`src/rtl/mem_arbiter_pkg.sv`:
```
// Shared pipeline definitions: arbiter state encoding, data-run default,
// run-counter sizing helper and the RV32I major opcode constants.
package mem_arbiter_pkg;

    typedef enum logic [1:0] {
        IDLE  = 2'd0,
        FETCH = 2'd1,
        DATA  = 2'd2
    } arb_state_e;

    // Data grants allowed back-to-back while a fetch is waiting.
    localparam int unsigned DEFAULT_MAX_DATA_RUN = 4;

    localparam logic [6:0] OPC_LOAD   = 7'b0000011;
    localparam logic [6:0] OPC_STORE  = 7'b0100011;
    localparam logic [6:0] OPC_BRANCH = 7'b1100011;
    localparam logic [6:0] OPC_JAL    = 7'b1101111;
    localparam logic [6:0] OPC_JALR   = 7'b1100111;
    localparam logic [6:0] OPC_OP_IMM = 7'b0010011;
    localparam logic [6:0] OPC_OP     = 7'b0110011;
    localparam logic [6:0] OPC_LUI    = 7'b0110111;
    localparam logic [6:0] OPC_AUIPC  = 7'b0010111;

    // Bits needed to hold 0..max_run; never narrower than one bit.
    function automatic int unsigned run_cnt_width(input int unsigned max_run);
        return (max_run < 1) ? 1 : $clog2(max_run + 1);
    endfunction

endpackage

```
`src/rtl/mem_arbiter_arb_prio.sv`:
```
// Grant priority: data wins a tie unless the data run has reached its limit,
// in which case the waiting fetch is served.
module arb_prio
    import mem_arbiter_pkg::*;
#(
    parameter int unsigned MAX_DATA_RUN = DEFAULT_MAX_DATA_RUN,
    parameter int unsigned CNT_W        = run_cnt_width(MAX_DATA_RUN)
) (
    input  logic             data_req_i,
    input  logic             fetch_req_i,
    input  logic [CNT_W-1:0] run_cnt_i,
    output logic             grant_data_o,
    output logic             grant_fetch_o
);

    localparam logic [CNT_W-1:0] RUN_MAX = CNT_W'(MAX_DATA_RUN);

    logic starved;

    // Fetch is starved once the run counter sits at its limit with a fetch waiting.
    always_comb begin
        starved       = fetch_req_i && (run_cnt_i == RUN_MAX);
        grant_data_o  = data_req_i && !starved;
        grant_fetch_o = fetch_req_i && !grant_data_o;
    end

endmodule

```
`src/rtl/mem_arbiter.sv`:
```
// Shares one memory port between instruction fetch and data access.
// One transaction in flight; an IDLE cycle separates consecutive grants.
module mem_arbiter
    import mem_arbiter_pkg::*;
#(
    parameter int unsigned MAX_DATA_RUN = DEFAULT_MAX_DATA_RUN
) (
    input  logic        clk,
    input  logic        rst_n,
    input  logic        if_req,
    input  logic [31:0] if_addr,
    input  logic        IF_flush,
    output logic [31:0] if_rdata,
    output logic        if_ready,
    input  logic        mem_read,
    input  logic        mem_write,
    input  logic [31:0] dm_addr,
    input  logic [31:0] dm_wdata,
    output logic [31:0] dm_rdata,
    output logic        dm_ready,
    output logic        m_valid,
    output logic        m_we,
    output logic [31:0] m_addr,
    output logic [31:0] m_wdata,
    input  logic [31:0] m_rdata,
    input  logic        m_ready,
    output logic        if_stall,
    output logic        mem_stall
);

    localparam int unsigned      CNT_W   = run_cnt_width(MAX_DATA_RUN);
    localparam logic [CNT_W-1:0] RUN_MAX = CNT_W'(MAX_DATA_RUN);

    arb_state_e       state_q, state_d;
    logic [CNT_W-1:0] run_cnt_q, run_cnt_d;
    logic             drop_q, drop_d;
    logic             m_we_q, m_we_d;
    logic [31:0]      m_addr_q, m_addr_d;
    logic [31:0]      m_wdata_q, m_wdata_d;

    logic data_req, fetch_req, grant_data, grant_fetch;
    logic in_idle, in_fetch, in_data, drop_now;

    assign data_req  = mem_read | mem_write;
    assign fetch_req = if_req & ~IF_flush;
    assign in_idle   = (state_q == IDLE);
    assign in_fetch  = (state_q == FETCH);
    assign in_data   = (state_q == DATA);
    // A flush in the current FETCH cycle already cancels delivery.
    assign drop_now  = drop_q | (in_fetch & IF_flush);

    arb_prio #(
        .MAX_DATA_RUN (MAX_DATA_RUN),
        .CNT_W        (CNT_W)
    ) u_arb_prio (
        .data_req_i    (data_req),
        .fetch_req_i   (fetch_req),
        .run_cnt_i     (run_cnt_q),
        .grant_data_o  (grant_data),
        .grant_fetch_o (grant_fetch)
    );

    // Next-state, request capture at grant, drop flag and data-run counter.
    always_comb begin
        // NOTE: every target gets a default first so no path leaves it unassigned (no latch).
        state_d   = state_q;
        drop_d    = drop_q;
        m_we_d    = m_we_q;
        m_addr_d  = m_addr_q;
        m_wdata_d = m_wdata_q;
        run_cnt_d = run_cnt_q;

        unique case (state_q)
            IDLE: begin
                if (grant_data) begin
                    state_d   = DATA;
                    m_addr_d  = dm_addr;
                    m_we_d    = mem_write;
                    m_wdata_d = dm_wdata;
                end else if (grant_fetch) begin
                    state_d   = FETCH;
                    m_addr_d  = if_addr;
                    m_we_d    = 1'b0;
                    m_wdata_d = '0;
                end
            end
            FETCH: begin
                drop_d = drop_now;
                if (m_ready) begin
                    state_d = IDLE;
                    drop_d  = 1'b0;
                end
            end
            DATA: begin
                if (m_ready) state_d = IDLE;
            end
            default: state_d = IDLE;
        endcase

        // The run only counts data grants made while a fetch is being held off.
        if (!if_req || (in_idle && grant_fetch)) begin
            run_cnt_d = '0;
        end else if (in_idle && grant_data && (run_cnt_q != RUN_MAX)) begin
            run_cnt_d = run_cnt_q + CNT_W'(1);
        end
    end

    // State and captured request registers; reset drops any transaction in flight.
    always_ff @(posedge clk or negedge rst_n) begin
        if (!rst_n) begin
            // NOTE: only control state and the few request registers exist here, so all are reset.
            state_q   <= IDLE;
            run_cnt_q <= '0;
            drop_q    <= 1'b0;
            m_we_q    <= 1'b0;
            m_addr_q  <= '0;
            m_wdata_q <= '0;
        end else begin
            // NOTE: non-blocking so every register samples pre-edge values.
            state_q   <= state_d;
            run_cnt_q <= run_cnt_d;
            drop_q    <= drop_d;
            m_we_q    <= m_we_d;
            m_addr_q  <= m_addr_d;
            m_wdata_q <= m_wdata_d;
        end
    end

    assign m_valid   = in_fetch | in_data;
    assign m_we      = m_we_q;
    assign m_addr    = m_addr_q;
    assign m_wdata   = m_wdata_q;

    assign dm_ready  = in_data & m_ready;
    assign dm_rdata  = m_rdata;
    assign if_ready  = in_fetch & m_ready & ~drop_now;
    assign if_rdata  = m_rdata;

    assign if_stall  = if_req & ~if_ready;
    assign mem_stall = data_req & ~dm_ready;

endmodule

```
`config.mk`:
```
export PLATFORM = sky130hd
export DESIGN_NAME = mem_arbiter
export DESIGN_NICKNAME = d
export VERILOG_FILES = /design/src/rtl/mem_arbiter_pkg.sv /design/src/rtl/mem_arbiter_arb_prio.sv /design/src/rtl/mem_arbiter.sv
export SDC_FILE = /design/constraint.sdc
export NUM_CORES = 1
export LEC_CHECK = 0
export CELL_PAD_IN_SITES_DETAIL_PLACEMENT = 0
export CELL_PAD_IN_SITES_GLOBAL_PLACEMENT = 1
export CORE_ASPECT_RATIO = 1.5
export CORE_UTILIZATION = 24
export CTS_CLUSTER_SIZE = 12
export DETAILED_ROUTE_END_ITERATION = 10
export GPL_TIMING_DRIVEN = 0
export PLACE_DENSITY_LB_ADDON = 0.1
export SKIP_CTS_REPAIR_TIMING = 1
export SYNTH_ARGS = -nofsm -noshare
export SYNTH_HDL_FRONTEND = slang
export SYNTH_HIERARCHICAL = 1
export SYNTH_SLANG_ARGS = --single-unit
```
`constraint.sdc`:
```
create_clock -name clk -period 2.1 [get_ports clk]
set_input_delay 0.21 -clock clk [delete_from_list [all_inputs] [get_ports clk]]
set_output_delay 0.21 -clock clk [all_outputs]
set_load 0.05 [all_outputs]
```
==> metrics.cfg, run 1 <==
[run_status]
run_status = finished, final reports clean

[timing]
fin_ws_ps = 165
drv_slew = 0
setup_viol = 0
slew_headroom_pct = 63.7
tightest_slew_ps = 543
clock_skew_ps = 6.00
rsz0062_at_grt = no
period_minus_slack_ps = 1930
report.final.hold_viol_count = 0
fin_crit_sh_pct = 92.1
max_freq_mhz = 517

[synthesis]
syn_area_sq_um = 3550
syn-num-nets = 467
synth_cell_types = 24
yosysWarnings = 6
syn_inst = 327
synth.avg_cell_area_sq_um = 10.9
ys_seq_area_share_pct = 50.1
ys_seq_elements = 71

[clocking]
cts_tree = built
clkLatencyLatePin_ps = 330
root_buffer = clkbuf_16
htree_levels = 3
cts_buffers = 9
clockBufferDepth = 2
path_clk_slew_ps = 60
cts_sinks = 71

[cells_and_area]
syn_to_final_growth_pct = 85.7
diodes = 0
final_cell_mix = 230 x clkdlybuf4s50_1, 72 x buf_4, 71 x dfrtp_1
layout_commonest_cell = clkdlybuf4s50_1
stdcell_area_sq_um = 6590
finalNetCount = 718
drive_above_1_share_pct = 18.2

[setup_path]
path_class = input pin to flop
startpoint = if_req
r2r_cells = 7
critPathMaxStageDelay_ps = 500
reg2reg_slack_ps = 320
cp-endpoint = m_wdata[1]
critPathBufInv = 4
crit_arrival_ps = 2140
critPathRequiredTime_ps = 2310
reg2reg_to = m_wdata[1]
crit_chain = clkdlybuf4s50_1 -> nor2b_1 -> nand2_1 -> o31a_1 -> buf_6 -> and2_1 -> buf_2 -> buf_4 -> a22o_1
worstPathMaxFanout = 10
r2r_start = run_cnt_q[2]
critPathCaptureType = flop
slowest_stage = clkdlybuf4s50_1
cp-start-kind = input pin
path_delay_family = buffers and inverters
crit_cells = 9

[global_route]
first_global_vias = 3231
grt_max_degree = 68
overflow = 0
grt_pass1_wl_mm = 16.5
antenna_found_initial = 0
track_usage_pct = 14.4

[routing]
drc = 0
viasPerCell = 4.18
ant_nets = 0
routed_wl_mm = 11.2
drtPass1Iterations = 4
drtIter0Drc = 45
num_vias = 3253
wl_per_cell_um = 14.3

[placed_design]
post-place-ws_ps = -375
portBuffers = 236
dp_hpwl_mm = 8.76
dpl-instance-area_sq_um = 6190
gp_congestion = 0.734

[power]
power.density_nw_per_um2 = 1490
ir_worst_vdd_uv = 504
p_leak_nw = 3.07
power_mw = 9.80

[floorplan]
core_sq_um = 14500
ioPinCount = 269
die-area_sq_um = 15300
num_rows = 54
die_h_um = 151
die_x_um = 101
start_util_pct = 24.4

[worst_hold_path]
hold_path_class = input pin to async pin

[flow_run]
drv_cap = 0

[sequential cells by signal (all words and copies together), names as in the netlist]
name       flops
state_q        2
m_wdata       32
m_addr        32
drop_q         1
run_cnt_q      3
m_we           1
[worst min-delay path by stage]
stage,slack [ps],to,depth (start not counted),from
after floorplan,-90,drop_q,0,rst_n
after global placement,460,m_addr[14],2,m_addr[14]
after detailed placement,30,m_wdata[9],1,rst_n
after CTS,-330,m_wdata[9],1,rst_n
after global routing,230,m_wdata[9],2,rst_n
final,230,m_wdata[9],2,rst_n
[cells by family after synthesis]
family                   after synthesis  synth area share (%)
adder cells (fa/ha/maj)                5                  1.76
multiplexers                          32                  9.03
AND/OR/NAND/NOR                       52                  6.38
buffers and inverters                 88                  17.2
flip-flops                            71                  50.1
AO/OA/AOI/OAI                         79                  15.6
[synthesized netlist by cell type, drive strengths merged]
master  instances  area, sq um
buf            79          577
dfrtp          71         1780
nand2          39          146
o21ai          37          196
a22o           34          298
mux2i          32          320
inv             6         22.5
a21oi           5         25.0
ha              5         62.6
and2            3         18.8
clkbuf          3         11.3
nor2b           3         18.8
nand3           2         10.0
nor3            2         10.0
a21boi          1         7.51
and4b           1         10.0
nand2b          1         6.26
o31a            1         8.76
o32ai           1         16.3
or2             1         6.26
[metrics by stage]
step,hold WS (ps),utilization [%],TNS (ps),instances
final,227,45.4,0,779
after global routing,231,45.4,0,779
after CTS,-333,45.0,-613,776
after detailed placement,28.8,42.6,-17760,760
after global placement,463,42.4,-144370,759
after floorplan,-85.6,-,0,327
[layout make-up]
| cell class | instances | area, sq um |
|---|---|---|
| inverter | 6 | 22.5 |
| tap | 196 | 245 |
| timing repair buffer | 240 | 2420 |
| fill | 1389 | 7940 |
| clock buffer | 11 | 253 |
| clock inverter | 5 | 104 |
| buffer | 82 | 598 |
| multi-input combinational | 168 | 1170 |
| sequential | 71 | 1780 |
[metal layers]
layer  GRT usage (%)  part of all wire (%)  vias up
li1                -                     -     1560
met1            14.8                    35     1507
met2            26.7                    53      177
met3            4.48                   9.7        9
met4            5.65                   1.5        0
met5               0                     0        -
[power by group]
part | total [mW] | internal (mW) | switching [mW] | leakage [nW]
Clock | 1.80 | 1.22 | 0.576 | 0.176
Sequential | 2.38 | 2.01 | 0.364 | 0.877
Combinational | 5.63 | 2.00 | 3.63 | 2.01
Power figures use the tool's default switching activity.
==> run 2: changes to the inputs <==
Settings changed: SETUP_SLACK_MARGIN set to 0.4.
==> metrics.cfg, run 2 (same netlist as run 1, synthesis figures left out) <==
[cells_and_area]
finalNetCount = 743  ; was 718
n_fill_cell = 1335  ; was 1389
fin_util_pct = 50.7  ; was 45.4%
diodes = 0  ; unchanged
instances_no_fill = 804  ; was 779
layout_commonest_cell = clkdlybuf4s50_1  ; unchanged
drive_above_1_share_pct = 28.3  ; was 18.2%
syn_to_final_growth_pct = 107  ; was 85.7%
multi_input_area_sq_um = 1340  ; was 1170 sq um
final-seq-area_sq_um = 1780  ; about the same
stdcell_area_sq_um = 7360  ; was 6590 sq um
final_cell_mix = 163 x clkdlybuf4s50_1, 76 x buf_4, 69 x dfrtp_1  ; was 230 x clkdlybuf4s50_1, 72 x buf_4, 71 x dfrtp_1

[routing]
drc = 0  ; unchanged
wl_per_cell_um = 15.1  ; was 14.3 um
viasPerCell = 4.23  ; was 4.18
num_vias = 3402  ; was 3253
drtPass1Iterations = 3  ; was 4
ant_nets = 0  ; unchanged
drtIter0Drc = 67  ; was 45
routed_wl_mm = 12.1  ; was 11.2 mm

[setup_path]
r2r_cells = 8  ; was 7
crit_arrival_ps = 1930  ; was 2140 ps
startpoint = run_cnt_q[2]  ; was if_req
reg2reg_to = m_addr[3]  ; was m_wdata[1]
cp-endpoint = m_addr[3]  ; was m_wdata[1]
critPathCaptureType = flop  ; unchanged
critPathRequiredTime_ps = 2310  ; about the same
r2r_start = run_cnt_q[2]  ; unchanged
worstPathMaxFanout = 5  ; was 10
cp-start-kind = flop  ; was input pin
reg2reg_slack_ps = 380  ; was 320 ps
path_class = flop to flop  ; was input pin to flop

[clocking]
cts_tree = built  ; unchanged
clkLatencyLatePin_ps = 330  ; about the same
clockBufferDepth = 2  ; unchanged
cts_sinks = 71  ; unchanged
root_buffer = clkbuf_16  ; unchanged
cts_buffers = 9  ; unchanged
path_clk_slew_ps = 50  ; was 60 ps
htree_levels = 3  ; unchanged

[placed_design]
portBuffers = 236  ; unchanged
dp_hpwl_mm = 8.93  ; was 8.76 mm
dp_cells = 760  ; unchanged
dpl-instance-area_sq_um = 6190  ; about the same
gp_congestion = 0.713  ; was 0.734

[floorplan]
start_util_pct = 24.4  ; unchanged
core_sq_um = 14500  ; unchanged
die_h_um = 151  ; unchanged
die-area_sq_um = 15300  ; unchanged
die_x_um = 101  ; unchanged
num_rows = 54  ; unchanged
ioPinCount = 269  ; unchanged

[timing]
clock_skew_ps = 6.07  ; was 6.00 ps
fin_crit_sh_pct = 82.0  ; was 92.1%
drv_slew = 0  ; unchanged
tns_ps = 0  ; unchanged
tightest_slew_ps = 556  ; was 543 ps
period_minus_slack_ps = 1720  ; was 1930 ps
slew_headroom_pct = 62.9  ; was 63.7%
rsz0062_at_grt = yes  ; was no
report.final.hold_viol_count = 0  ; unchanged
setup_viol = 0  ; unchanged
max_freq_mhz = 581  ; was 517 MHz

[run_status]
run_status = finished, final reports clean  ; unchanged

[global_route]
first_global_vias = 3285  ; was 3231
antenna_found_initial = 0  ; unchanged
grt_max_degree = 37  ; was 68
track_usage_pct = 14.4  ; about the same
overflow = 0  ; unchanged
grt_pass1_wl_mm = 16.5  ; about the same

[flow_run]
drv_cap = 0  ; unchanged

[power]
p_leak_nw = 4.02  ; was 3.07 nW
power.density_nw_per_um2 = 1430  ; was 1490 nW/um^2
ir_worst_vdd_uv = 581  ; was 504 uV
power_mw = 10.5  ; was 9.80 mW

[worst_hold_path]
hold_path_class = input pin to flop  ; was input pin to async pin

run 2: cell types whose count changed in the layout (fill, tap and decap cells not counted), moves of 10 or more:
| cell | previous run | this run |
|---|---|---|
| nand2_1 | 39 | 29 |
| o21ai_0 | 26 | 12 |
| nand2_2 | 0 | 10 |
| clkdlybuf4s50_1 | 230 | 163 |
| o21ai_2 | 0 | 13 |
| buf_8 | 0 | 11 |
| dlymetal6s2s_1 | 5 | 67 |
run 2: worst min-delay path by stage:
stage                     startpoint            to  slack, ps  depth (start not counted)
after detailed placement       rst_n    m_wdata[5]        210                          1
after global routing          if_req  run_cnt_q[1]        270                          3
after global placement     m_addr[9]     m_addr[9]        460                          2
after floorplan                rst_n        drop_q        -90                          0
after CTS                      rst_n    m_wdata[5]       -160                          1
final                         if_req  run_cnt_q[1]        250                          3
run 2: cell type report:
class / instances / share of cell area, %
plain buffers: 82 / 9.66
clock buffers: 10 / 3.11
clock inverters: 6 / 1.16
inverters: 6 / 0.306
multi-input cells: 168 / 18.2
flip-flops and latches: 71 / 24.2
well taps: 196 / 3.33
repair buffers: 265 / 40.0
run 2: through the flow:
stage               worst slack (ps)  hold slack [ps]
floorplan                        386            -85.6
global placement               -1860              461
detailed placement              -377              205
CTS                             -184             -158
global route                     299              267
finish                           378              250
run 2: per-layer routing:
metal | GRT usage, % | up-vias | wire length [um]
li1 | - | 1618 | -
met1 | 14.3 | 1582 | 4070
met2 | 27.5 | 186 | 6720
met3 | 3.37 | 16 | 1000
met4 | 6.96 | 0 | 317
met5 | 0 | - | 0
run 2: where the power goes:
part           switching [mW]  total [mW]  internal [mW]
logic                    3.91        6.56           2.65
clock network           0.577        1.61           1.04
registers               0.346        2.36           2.02
run 2: critical path, stage by stage, from the launching register on:
cell and delay, ps:
dfrtp_1 360, nand2_2 80, o31a_1 320, buf_6 140
o21ai_4 220, buf_12 150, buf_8 120, buf_8 130
o21ai_1 80
